==> src/rtl/exc_sequencer_pkg.sv <==
`default_nettype none
// ============================================================================
// Module   : exc_sequencer_pkg
// Purpose  : Shared constants and FSM state encoding for the exception
//            sequencer slice (handler address, interrupt width, states).
// Revision : 1.0 - initial release
// ============================================================================
package exc_sequencer_pkg;

    localparam int          C_IRQ_W        = 6;
    localparam logic [31:0] C_HANDLER_ADDR = 32'h0000_4180;
    localparam logic [15:0] C_COUNT_MAX    = 16'hFFFF;

    typedef enum logic [0:0] {
        RUN   = 1'b0,
        GUARD = 1'b1
    } state_e;

endpackage
`default_nettype wire

==> src/rtl/exc_sequencer_if.sv <==
`default_nettype none
// ============================================================================
// Module   : exc_sequencer_if
// Purpose  : Bundles the CP0 / pipeline control signals and the peripheral
//            interrupt bus seen by the exception sequencer.
// Revision : 1.0 - initial release
// ============================================================================
interface exc_sequencer_if;
    import exc_sequencer_pkg::*;

    logic               IntReq;
    logic               ERET_M;
    logic [31:0]        EPC;
    logic [C_IRQ_W-1:0] irq_in;
    logic [C_IRQ_W-1:0] irq_ack;
    logic [C_IRQ_W-1:0] HWInt;
    logic               EXLSet;
    logic               EXLClr;
    logic               flush;
    logic               redirect;
    logic [31:0]        pc_target;
    logic [15:0]        exc_count;

    // Environment side: drives requests, observes sequencer outputs.
    modport master (
        output IntReq, ERET_M, EPC, irq_in, irq_ack,
        input  HWInt, EXLSet, EXLClr, flush, redirect, pc_target, exc_count
    );

    // Sequencer side.
    modport slave (
        input  IntReq, ERET_M, EPC, irq_in, irq_ack,
        output HWInt, EXLSet, EXLClr, flush, redirect, pc_target, exc_count
    );

endinterface
`default_nettype wire

==> src/rtl/exc_sequencer_irq_pending.sv <==
`default_nettype none
// ============================================================================
// Module   : irq_pending
// Purpose  : Per-line 2-flop synchronizer, rising-edge detector and sticky
//            pending register with acknowledge clear (edge beats ack).
// Revision : 1.0 - initial release
// ============================================================================
module irq_pending
    import exc_sequencer_pkg::*;
(
    input  wire logic               clk,
    input  wire logic               reset,
    input  wire logic [C_IRQ_W-1:0] irq_in,
    input  wire logic [C_IRQ_W-1:0] irq_ack,
    output logic      [C_IRQ_W-1:0] pending
);

    logic [C_IRQ_W-1:0] sync1_q, sync1_d;
    logic [C_IRQ_W-1:0] sync2_q, sync2_d;
    logic [C_IRQ_W-1:0] sync3_q, sync3_d;
    logic [C_IRQ_W-1:0] pending_q, pending_d;
    logic [C_IRQ_W-1:0] rise;

    // Synchronizer shift, edge detect, and pending set/clear.
    always_comb begin
        sync1_d   = irq_in;
        sync2_d   = sync1_q;
        sync3_d   = sync2_q;
        rise      = sync2_q & ~sync3_q;
        // A fresh edge must not be lost to an ack landing in the same cycle.
        pending_d = (pending_q & ~irq_ack) | rise;
    end

    // State registers, cleared asynchronously.
    always_ff @(posedge clk or posedge reset) begin
        if (reset) begin
            sync1_q   <= '0;
            sync2_q   <= '0;
            sync3_q   <= '0;
            pending_q <= '0;
        end else begin
            sync1_q   <= sync1_d;
            sync2_q   <= sync2_d;
            sync3_q   <= sync3_d;
            pending_q <= pending_d;
        end
    end

    assign pending = pending_q;

endmodule
`default_nettype wire

==> src/rtl/exc_sequencer.sv <==
`default_nettype none
// ============================================================================
// Module   : exc_sequencer
// Purpose  : Exception entry / eret sequencer: zero-latency PC redirect and
//            pipeline flush, one-cycle guard for the CP0 exl update, handler
//            entry counter, and registered peripheral interrupt pending.
// Revision : 1.0 - initial release
// ============================================================================
module exc_sequencer
    import exc_sequencer_pkg::*;
(
    input  wire logic      clk,
    input  wire logic      reset,
    exc_sequencer_if.slave bus
);

    state_e      state_q, state_d;
    logic [15:0] exc_count_q, exc_count_d;
    logic        take_entry;

    irq_pending u_irq_pending (
        .clk     (clk),
        .reset   (reset),
        .irq_in  (bus.irq_in),
        .irq_ack (bus.irq_ack),
        .pending (bus.HWInt)
    );

    // Next state and combinational control strobes; entry has priority over eret.
    always_comb begin
        state_d       = state_q;
        take_entry    = 1'b0;
        bus.EXLSet    = 1'b0;
        bus.EXLClr    = 1'b0;
        bus.flush     = 1'b0;
        bus.redirect  = 1'b0;
        bus.pc_target = '0;
        // Outputs are held quiet for the whole reset interval, not just after an edge.
        if (!reset) begin
            case (state_q)
                RUN: begin
                    if (bus.IntReq) begin
                        take_entry    = 1'b1;
                        bus.EXLSet    = 1'b1;
                        bus.flush     = 1'b1;
                        bus.redirect  = 1'b1;
                        bus.pc_target = C_HANDLER_ADDR;
                        state_d       = GUARD;
                    end else if (bus.ERET_M) begin
                        bus.EXLClr    = 1'b1;
                        bus.flush     = 1'b1;
                        bus.redirect  = 1'b1;
                        bus.pc_target = bus.EPC;
                        state_d       = GUARD;
                    end
                end
                // Requests are ignored while CP0 exl settles.
                GUARD:   state_d = RUN;
                default: state_d = RUN;
            endcase
        end
    end

    // Saturating count of handler entries.
    always_comb begin
        exc_count_d = exc_count_q;
        if (take_entry && (exc_count_q != C_COUNT_MAX)) begin
            exc_count_d = exc_count_q + 16'd1;
        end
    end

    // FSM state and counter registers.
    always_ff @(posedge clk or posedge reset) begin
        if (reset) begin
            state_q     <= RUN;
            exc_count_q <= '0;
        end else begin
            state_q     <= state_d;
            exc_count_q <= exc_count_d;
        end
    end

    assign bus.exc_count = exc_count_q;

endmodule
`default_nettype wire

==> src/flat_wrapper.sv <==
// flat-port wrapper written by rule: the top's interface ports become plain ports
module exc_sequencer_flat import exc_sequencer_pkg::*;
  (clk, reset, bus_IntReq, bus_ERET_M, bus_EPC, bus_irq_in, bus_irq_ack, bus_HWInt, bus_EXLSet, bus_EXLClr, bus_flush, bus_redirect, bus_pc_target, bus_exc_count);
  exc_sequencer_if bus_i ();
  input  wire logic clk;
  input  wire logic reset;
  input wire logic [$bits(bus_i.IntReq)-1:0] bus_IntReq;
  input wire logic [$bits(bus_i.ERET_M)-1:0] bus_ERET_M;
  input wire logic [$bits(bus_i.EPC)-1:0] bus_EPC;
  input wire logic [$bits(bus_i.irq_in)-1:0] bus_irq_in;
  input wire logic [$bits(bus_i.irq_ack)-1:0] bus_irq_ack;
  output wire logic [$bits(bus_i.HWInt)-1:0] bus_HWInt;
  output wire logic [$bits(bus_i.EXLSet)-1:0] bus_EXLSet;
  output wire logic [$bits(bus_i.EXLClr)-1:0] bus_EXLClr;
  output wire logic [$bits(bus_i.flush)-1:0] bus_flush;
  output wire logic [$bits(bus_i.redirect)-1:0] bus_redirect;
  output wire logic [$bits(bus_i.pc_target)-1:0] bus_pc_target;
  output wire logic [$bits(bus_i.exc_count)-1:0] bus_exc_count;
  assign bus_i.IntReq = bus_IntReq;
  assign bus_i.ERET_M = bus_ERET_M;
  assign bus_i.EPC = bus_EPC;
  assign bus_i.irq_in = bus_irq_in;
  assign bus_i.irq_ack = bus_irq_ack;
  assign bus_HWInt = bus_i.HWInt;
  assign bus_EXLSet = bus_i.EXLSet;
  assign bus_EXLClr = bus_i.EXLClr;
  assign bus_flush = bus_i.flush;
  assign bus_redirect = bus_i.redirect;
  assign bus_pc_target = bus_i.pc_target;
  assign bus_exc_count = bus_i.exc_count;
  exc_sequencer u_core (.clk(clk), .reset(reset), .bus(bus_i));
endmodule
==> config.mk <==
export PLATFORM = sky130hd
export DESIGN_NAME = exc_sequencer_flat
export DESIGN_NICKNAME = d
export VERILOG_FILES = /design/src/rtl/exc_sequencer_pkg.sv /design/src/rtl/exc_sequencer_if.sv /design/src/rtl/exc_sequencer_irq_pending.sv /design/src/rtl/exc_sequencer.sv /design/src/flat_wrapper.sv
export SDC_FILE = /design/constraint.sdc
export NUM_CORES = 1
export LEC_CHECK = 0
export CORE_MARGIN = 2
export CORE_UTILIZATION = 37
export DETAILED_ROUTE_END_ITERATION = 8
export GPL_ROUTABILITY_DRIVEN = 0
export GPL_TIMING_DRIVEN = 0
export PLACE_DENSITY = 0.79
export SYNTH_ARGS = -nofsm -noshare
export SYNTH_HDL_FRONTEND = slang
export SYNTH_SLANG_ARGS = --single-unit
export TNS_END_PERCENT = 20
==> constraint.sdc <==
create_clock -name clk -period 2.9 [get_ports clk]
set_clock_uncertainty 0.1 [all_clocks]
set_input_delay 0.87 -clock clk [delete_from_list [all_inputs] [get_ports clk]]
set_output_delay 0.87 -clock clk [all_outputs]
set_load 0.01 [all_outputs]
# ---- After elaboration in Yosys (flattened, before gate mapping)
# Cells that the tools add are included.
dict set report classes {
  div_mod_pow 0
  n_lt_le_gt_ge 0
  n_bitwise 6
  multipliers 0
  add_sub_neg 1
  n_reduce_logical 1
  n_eq_ne 1
  muxes 15
  shifts 0
}
# operator count
set ops {}
lappend ops {{32-bit two-way mux} 4}
lappend ops {{16-bit by 1-bit adder with 16-bit output, second input constant} 1}
lappend ops {{16-bit != test, second input constant} 1}
lappend ops {{6-bit AND} 2}
lappend ops {{6-bit inverter} 2}
lappend ops {{1-bit two-way mux} 10}
lappend ops {{6-bit bitwise OR} 1}
lappend ops {{1-bit case mux with 2 select lines} 1}
lappend ops {{1-bit logical AND} 1}
lappend ops {{1-bit inverter} 1}
dict set report word_totals {
  reg_bits 41
  ram_bits 0
  wordCells 30
  output_inout_bits 58
  memories 0
  romBits 0
  input_bits 48
  latchBits 0
}

# ---- Logic depth before layout (Yosys ltp)
dict set report depth {
  word_depth 4
  depth_mapped 7
  mapped_depth_nobuf 5
}

# ---- Modules after synthesis
# A second synthesis with hierarchy kept.
dict set report unflattened {
  cells_unflattened 166
  area_unflattened_um2 1829.3
}
# module seq_area_each_um2 area_each_um2 cells_per_inst instances
set modules_own_cells {}
lappend modules_own_cells {exc_sequencer 425.4 1104.8 123 1}
lappend modules_own_cells {irq_pending 600.6 724.4 43 1}

# ---- Worst setup path before layout
# Ideal clock, no wire load.
dict set report synth_timing {
  kind {input-to-output}
  from {input reset}
  to {output bus_pc_target[22]}
  t_required_ns 1.930
  path_stages 4
  arrival_time_ns 1.890
  n_path_buf 2
  setup_slack_ns 0.040
  cell_sequence {buf_6 -> nor4b_1 -> clkbuf_1 -> and2_1}
}
dict set report synth_via {
  elab_chain_len 1
}
# item line
set synth_lines {}
lappend synth_lines {{start: declaration} flat_wrapper.sv:6} ;# input wire logic reset;
lappend synth_lines {{32-bit two-way mux} exc_sequencer.sv:39} ;# if (!reset) begin
lappend synth_lines {{end: declaration} flat_wrapper.sv:17} ;# output wire logic [$bits(bus_i.pc_target)-1:0] bus_pc_target;
# Every way passes these cells.

# ---- Worst setup path after layout
dict set report layout_timing {
  from {input bus_IntReq}
  to {output bus_pc_target[1]}
}
dict set report layout_via {
  elab_chain_len 3
}
# item line
set layout_lines {}
lappend layout_lines {{start: declaration} flat_wrapper.sv:7} ;# input wire logic [$bits(bus_i.IntReq)-1:0] bus_IntReq;
lappend layout_lines {{32-bit two-way mux} exc_sequencer.sv:42} ;# if (bus.IntReq) begin
lappend layout_lines {{32-bit two-way mux} exc_sequencer.sv:40} ;# case (state_q)
lappend layout_lines {{32-bit two-way mux} exc_sequencer.sv:39}
# Every way passes these cells.

==> results.yml <==
die:
  die_h_um: 73.4
  placementRows: 25
  core-area_sq_um: 4690
  die_area_sq_um: 5380
  die_x_um: 73.4
  start_util: 0.379
  io_pins: 106
critical_path:
  regToRegEndpoint: "u_core.bus.exc_count[1]"
  cp_num_buf_inv: 5
  timing.rr.start: "u_core.bus.exc_count[0]"
  crit_path_end: "bus_pc_target[1]"
  cp.depth: 7
  crit_start: "bus_IntReq"
  start_kind: "input pin"
  ff2ff_setup_slack_ns: 0.57
  path_delay_family: "buffers and inverters"
  critical_path_arrival_ns: 1.88
  required_ns: 1.93
  path_max_fanout: 6
  worst_r2r_path_depth: 5
  cpMostUsedCell: "buf_4"
  slowest_stage: "nor4b_4"
  path_cells: "buf_4 -> nor4b_4 -> buf_4 -> buf_4 -> buf_4 -> and2_1 -> buf_2"
  crit_type: "in -> out"
  max_stage_delay_ns: 0.25
  worst_setup_path_end_kind: "primary output"
logic_synthesis:
  yosysSeqAreaShare: 0.576
  syn_nets: 212
  synth-simple-area-share: 0.238
  synth_compound_area_frac: 0.0527
  syn-instance-count: 163
  synth.distinct_cells: 34
  synth_top_area_frac: 0.576
  async_reset_ff_frac: 1.00
  synth_area_sq_um: 1780
  synth-xor-area-share: 0.0541
  synthTopCellsByArea: "dfrtp_1 58%, and2_1 10%, xor2_1 4.9%"
  synth_top_area_cell: "dfrtp_1"
  synth_edf_count: 0
  synth_common_cells: "41 x dfrtp_1, 29 x and2_1, 13 x inv_1"
  synthAdderAreaFrac: 0.00703
  ys_warn_count: 0
  yosysMostFrequentCell: "dfrtp_1"
  muxShareOfSynthArea: 0.0190
  syn_area_per_cell_sq_um: 10.9
  synth_top_family_by_area: "simple AND/OR/NAND/NOR gates"
  ys_seq_elements: 41
  ys.flop_type: "dfrtp_1"
layout:
  syn_to_final_growth_pct: 64.7
  drive_gt1_frac: 0.204
  fin_nets: 327
  design_area_sq_um: 2930
  fin_cells: 333
  diodes: 0
routing:
  vias: 1588
  viasPerCell: 4.77
  initialDrtViolationCount: 87
  drt_first_pass_iters: 4
  wire_per_inst_um: 12.7
  drtAntennaViolNets: 0
  routed_wl_um: 4240
  drc: 0
cts:
  ctsHoldBuffers: 0
  cts_tree: "built"
  cts.clk_slew.worst_paths_ns: 0.08
  cts_sinks: 41
  clockBufferDepth: 2
  cts_root_buf: "clkbuf_8"
  numCtsBuffers: 5
  ctsHtreeMaxLevel: 2
  insertion_delay_ns: 0.28
global_route:
  antenna_found_initial: 0
  grt_pass1_wl_um: 7020
  overflow: 0
  grt_max_degree: 42
  grt_use_total: 0.171
  first_global_vias: 1573
job:
  drv_cap: 0
timing:
  rsz0062_at_grt: "false"
  slew_headroom: 0.381
  setup_violations: 0
  worst_pin_slew_ns: 0.920
  fin_hold_ws_ns: 0.252
  fin_tns_setup_ns: 0
  clock.fmax_mhz: 351
  min_period_ns: 2.85
  fin_crit_sh: 0.983
  finalHoldViolCount: 0
  drv_slew: 0
power_and_ir_drop:
  peakVddDrop_mv: 0.183
  power_leakage_nw: 1.43
  power_density_nw_per_um2: 515
placement:
  place_hpwl_um: 3390
  place_area_sq_um: 2890
  numPortBuffers: 104
  dp_cells: 321
worst_hold_path:
  worst_hold_path_type: "reg -> reg"
run_status:
  status: "finished, final reports clean"
[per-stage QoR]
step | setup WS [ns] | util | power (mW)
2_1_floorplan | 0.0405 | - | 0.844
3_3_place_gp | -0.932 | 0.616 | 1.07
3_5_place_dp | -1.02 | 0.616 | 1.08
4_1_cts | 0.00571 | 0.639 | 1.54
5_1_grt | 0.00378 | 0.625 | 1.60
6_report | 0.0486 | 0.625 | 1.51
[state kept, by name (all words and copies together) (netlist names)]
register	count
u_core.u_irq_pending.pending	6
u_core.state_q	1
u_core.u_irq_pending.sync2_q	6
u_core.u_irq_pending.sync1_q	6
u_core.u_irq_pending.sync3_q	6
u_core.bus.exc_count	16
[worst min-delay path by stage]
stage / depth (start not counted) / slack [ns] / end / start
detailed placement: 0 / 0.23 / u_core.u_irq_pending.sync2_q[4] / u_core.u_irq_pending.sync1_q[4]
finish: 0 / 0.25 / u_core.u_irq_pending.sync2_q[3] / u_core.u_irq_pending.sync1_q[3]
CTS: 0 / 0.25 / u_core.u_irq_pending.sync2_q[3] / u_core.u_irq_pending.sync1_q[3]
floorplan: 0 / 0.23 / u_core.u_irq_pending.sync2_q[0] / u_core.u_irq_pending.sync1_q[0]
global route: 0 / 0.26 / u_core.u_irq_pending.sync2_q[3] / u_core.u_irq_pending.sync1_q[3]
global placement: 0 / 0.23 / u_core.u_irq_pending.sync2_q[1] / u_core.u_irq_pending.sync1_q[1]
[final cells by class]
| class | instances | area (sq um) |
|---|---|---|
| flip-flops and latches | 41 | 1030 |
| well taps | 54 | 67.6 |
| clock inverters | 3 | 46.3 |
| inverters | 14 | 52.6 |
| plain buffers | 5 | 57.6 |
| clock buffers | 5 | 68.8 |
| fillers | 434 | 1760 |
| multi-input cells | 102 | 683 |
| repair buffers | 109 | 931 |
[what timing repair did]
action / 4_1_cts / 5_1_grt
cloned: 1 / 0
hold endpoints to repair: 0 / 0
setup buffers: 3 / 1
resized for setup: 121 / 18
pin swaps: 1 / 1
setup endpoints to repair: 36 / 29
[placed cells by master, fill, tap and decap left out, types with 8 or more instances in the layout]
master           instances
dfrtp_1                 41
inv_1                   12
xor2_1                  10
and2_1                  28
clkdlybuf4s50_1         66
buf_2                   21
clkbuf_2                 8
nor3_1                   9
[kinds of logic after synthesis]
| group | Yosys count |
|---|---|
| AND/OR/NAND/NOR | 71 |
| flip-flops | 41 |
| AO/OA/AOI/OAI | 16 |
| buffers and inverters | 20 |
| XOR/XNOR | 11 |
| adder cells (fa/ha/maj) | 1 |
| multiplexers | 3 |
[per-layer routing]
metal | vias up | wire (um) | global-route usage
met3 | 4 | 367 | 0.0727
met2 | 72 | 2250 | 0.312
met4 | 0 | 53 | 0.0485
met5 | - | 0 | 0
met1 | 743 | 1570 | 0.179
li1 | 769 | - | -
[power by group]
part / internal, mW / switching (mW) / leakage, nW
clock network: 0.257 / 0.192 / 0.0543
registers: 0.637 / 0.0780 / 0.503
logic: 0.215 / 0.131 / 0.874
Power figures use the tool's default switching activity.
